<file path="config.mk">
export PLATFORM = sky130hd
export DESIGN_NAME = mpu_region_match
export DESIGN_NICKNAME = d
export VERILOG_FILES = /design/src/rtl/mpu_pkg.sv /design/src/rtl/mpu_region_match.sv
export VERILOG_INCLUDE_DIRS = /design/src /design/src/rtl
export SDC_FILE = /design/constraint.sdc
export NUM_CORES = 1
export LEC_CHECK = 0
export CAP_MARGIN = 20
export CORE_AREA = 2 2 273 275
export DETAILED_ROUTE_END_ITERATION = 10
export DIE_AREA = 0 0 275 277
export SYNTH_ARGS = -nofsm -noshare
export SYNTH_HDL_FRONTEND = slang
export SYNTH_SLANG_ARGS = --single-unit
</file>
<file path="constraint.sdc">
create_clock -name vclk -period 4.9
set_clock_uncertainty 0.2 [all_clocks]
set_input_delay 1.225 -clock vclk [all_inputs]
set_output_delay 1.225 -clock vclk [all_outputs]
set_load 0.1 [all_outputs]
</file>
<file path="src/rtl/mpu_common.svh">
// ---------------------------------------------------------------------------
// mpu_common.svh
// Purpose : TileLink A- and D-channel beat types shared by the MPU checker,
//           its memory-side neighbour and the arbiter. This file is included
//           inside package mpu_pkg, so users see the types as
//           mpu_pkg::tl_a_channel and mpu_pkg::tl_d_channel.
// Ports   : none (type definitions only)
// ---------------------------------------------------------------------------
`ifndef MPU_COMMON_SVH
`define MPU_COMMON_SVH

typedef struct packed {
    logic        valid;
    logic [2:0]  opcode;
    logic [31:0] address;
    logic [31:0] data;
    logic [3:0]  source;
} tl_a_channel;

typedef struct packed {
    logic [2:0]  opcode;
    logic [31:0] address;
    logic [31:0] data;
    logic [3:0]  source;
} tl_d_channel;

`endif

</file>
<file path="src/rtl/mpu_pkg.sv">
// ---------------------------------------------------------------------------
// mpu_pkg
// Purpose : Shared definitions for the MPU TileLink checker: TL channel
//           types, TL opcode constants, region table entry type,
//           permission bit positions and the opcode/permission helper.
// Ports   : none (package)
// ---------------------------------------------------------------------------
package mpu_pkg;

    `include "mpu_common.svh"

    // A-channel opcodes
    localparam logic [2:0] TL_GET         = 3'd4;
    localparam logic [2:0] TL_PUT_FULL    = 3'd0;
    localparam logic [2:0] TL_PUT_PARTIAL = 3'd1;

    // D-channel opcodes
    localparam logic [2:0] TL_ACK      = 3'd0;
    localparam logic [2:0] TL_ACK_DATA = 3'd1;

    // Bit positions inside the {W,R} permission field
    localparam int PERM_R = 0;
    localparam int PERM_W = 1;

    // The TL source field is 4 bits wide, so the mask never needs more
    // than 16 bits; narrower core counts just leave the upper bits zero.
    localparam int MAX_CORES = 16;

    typedef struct packed {
        logic                 en;
        logic [31:0]          base;
        logic [31:0]          limit;
        logic [1:0]           perm;
        logic [MAX_CORES-1:0] core_mask;
    } region_cfg_t;

    // Reads need R, both put flavours need W; every other opcode is refused.
    function automatic logic perm_ok(input logic [2:0] opcode, input logic [1:0] perm);
        case (opcode)
            TL_GET:                      return perm[PERM_R];
            TL_PUT_FULL, TL_PUT_PARTIAL: return perm[PERM_W];
            default:                     return 1'b0;
        endcase
    endfunction

endpackage

</file>
<file path="src/rtl/mpu_region_match.sv">
// ---------------------------------------------------------------------------
// mpu_region_match
// Purpose : Combinational priority matcher. Finds the lowest-index enabled
//           region whose core mask covers the requesting core and whose
//           inclusive [base, limit] range covers the address, then reports
//           whether that region grants the permission the opcode needs.
// Ports   : i_regions  - region table
//           i_opcode   - latched request opcode
//           i_address  - latched request address
//           i_core     - requesting core id (low bits of TL source)
//           o_hit      - some region matched
//           o_allow    - the winning region grants the access
//           o_hit_idx  - index of the winning region
// ---------------------------------------------------------------------------
module mpu_region_match
    import mpu_pkg::*;
#(
    parameter int NUM_REGIONS  = 8,
    parameter int REGION_IDX_W = 3,
    parameter int CORE_ID_W    = 2
) (
    input  region_cfg_t             i_regions [NUM_REGIONS],
    input  logic [2:0]              i_opcode,
    input  logic [31:0]             i_address,
    input  logic [CORE_ID_W-1:0]    i_core,
    output logic                    o_hit,
    output logic                    o_allow,
    output logic [REGION_IDX_W-1:0] o_hit_idx
);

    // Scan from the top index down so the lowest hitting index is written
    // last and wins. An entry with base > limit can never satisfy both
    // compares, so it never hits.
    always_comb begin
        o_hit     = 1'b0;
        o_allow   = 1'b0;
        o_hit_idx = '0;
        for (int i = NUM_REGIONS - 1; i >= 0; i--) begin
            if (i_regions[i].en &&
                i_regions[i].core_mask[i_core] &&
                (i_address >= i_regions[i].base) &&
                (i_address <= i_regions[i].limit)) begin
                o_hit     = 1'b1;
                o_allow   = perm_ok(i_opcode, i_regions[i].perm);
                o_hit_idx = REGION_IDX_W'(i);
            end
        end
    end

endmodule

</file>
==> run metrics <==
I/O pins 706; combinational power share 1.000; Setup TNS -3.31 ns; layout cells sized above 1 0.217; switching share of power 0.466; Max VDD drop around 0.046 mV; minimum clock period 5.66 ns; Die Y about 280 µm; Final #Nets 3,965; RePlAce Congestion 0.895; leading cell type in the layout, fill and taps excluded clkdlybuf4s50_1; final worst path period share 1.16; area share of and/or/nand/nor cells after synthesis 0.143; final instance area 0.0254 mm²; Total Wirelength 78,100 µm; Final WS setup -0.763 ns; routed vias 16,600; Post-DP Area about 0.023 mm²; Seq cells 0; Final Max Slew Viols 0; Adder-Cell Fraction of Synth Area 0.481; syn_nets 3,063; Die Area 0.0762 mm²; Multi-input gate area 0.0132 mm²; YS warnings 0; CP Launch Type input pin; FF+latch area 0 µm²; P_leak around 13 nW; Setup CP Type in -> out; Synth Instances 1,850; dpl cells 3,671; first-pass detailed-route iteration total 5; initial core utilization 0.181; status complete, but fails checks; Hold-fix buffers, CTS 0; Int Pwr 1.20 mW; post-DR wirelength/cell 21.0 µm; Sequential Power Share 0; HPWL Detailed ~68,000 µm; final setup violation count 5; Seq/Total Area, Yosys 0; total power about 2.3 mW; Worst Hold Class in -> out; antenna violations before repair 14; XOR/XNOR Fraction of Synth Area 0; vias in the first global route 16,900; Rows 100; Via density 4.46; Starting DRT DRC Count ~570; worst hold margin 3.33 ns; GRT Total Usage 0.194; critical path arrival 4.24 ns; Distinct cells, synth 64; pwr dens around 90 mW/mm²; number of max-cap violations 0; # port buffers 610; CP endpoint kind primary output; net switching power about 1.0 mW; Util after Layout 0.345; first-pass GRT wire length approximately 110,000 µm; pin count of the biggest net entering global routing 12; Post-Syn Area around 0.013 mm²; P&R area growth vs syn 90.7%; Synth Area per Inst 7.19 µm²; Worst Path Max Fanout 3; Non-Filler Instances 3,723; required time worst endpoint approximately 3.5 ns; commonest non-fill, non-tap cells in the layout clkdlybuf4s50_1 (508), inv_1 (465), ha_1 (433); clock buf count 0; Filler cells 7,645; drt drc 0; Core Area 0.0736 mm²; GRT overflow 0; number of routed nets with antenna violations 0; post-synthesis mux area share 0.0180; Clock Power Share 0; Post-Place Worst Slack -1.42 ns; RSZ-0062 raised after global routing true; fmax 177 MHz; post-synthesis compound-gate area fraction 0.211; largest family of logic cells by synthesized area adder cells; die width 275 µm; Slew @ Worst Pin approximately 0.56 ns; Rel. slew slack 0.625; failing checks negative setup slack; final hold viol count 0
==> timing repair <==
item	in CTS	in global routing
buffers inserted	31	18
gates cloned	5	0
setup endpoints to repair	5	5
gates resized for setup	290	220
pin swaps	105	104
==> synth_stat cells, drive strengths merged, types with 22 or more instances <==
| cell | count | area (µm²) |
|---|---|---|
| nand4 | 85 | 538 |
| a21oi | 161 | 806 |
| a21o | 78 | 586 |
| nand2 | 85 | 322 |
| ha | 512 | 6410 |
| o21ai | 80 | 404 |
| a211oi | 23 | 178 |
| nand3 | 40 | 200 |
| nor2 | 56 | 210 |
| nor3 | 22 | 110 |
| inv | 515 | 1930 |
==> final timing paths <==
path / startpoint / to / slack, ns / cells past startpoint
setup / recovery: i_address[0] / o_hit_idx[2] / -0.76 / 16
hold / removal: i_opcode[1] / o_allow / 3.33 / 5
==> power by group through the flow <==
stage	clock (mW)	sequential [mW]	combinational, mW
6_report	0.000000110	0	2.25
5_1_grt	0.0000000823	0	2.48
4_1_cts	0	0	2.13
3_5_place_dp	0	0	2.00
3_3_place_gp	0	0	1.98
2_1_floorplan	0	0	0.832
==> critical path, cell delays in order <==
cell	delay, ns
buf_6	0.08
clkinvlp_4	0.17
buf_12	0.19
buf_8	0.12
ha_4	0.25
nand4_1	0.07
or4_4	0.58
mux2_4	0.31
a211oi_4	0.29
o21ai_4	0.14
nand2_2	0.10
buf_6	0.10
nor2_4	0.03
buf_4	0.13
nor4_4	0.21
buf_12	0.23
==> metal layers <==
metal,global-route usage,wire length (µm)
met3,0.0315,4820
met4,0.0380,1750
met1,0.248,34200
met5,0,75
met2,0.342,37300
==> area by class of cell <==
cell class | count | area share
Timing Repair Buffer | 902 | 0.356
Multi-Input combinational cell | 1332 | 0.519
Tap cell | 969 | 0.0478
Antenna cell | 4 | 0.000394
Inverter | 516 | 0.0765
==> kinds of logic after synthesis <==
kind of cell	Yosys count
AOI/OAI and AO/OA	443
adders and majority gates	512
buffers and inverters	518
muxes	11
and+or+nand+nor	366
(Power assumes the default switching activity.)
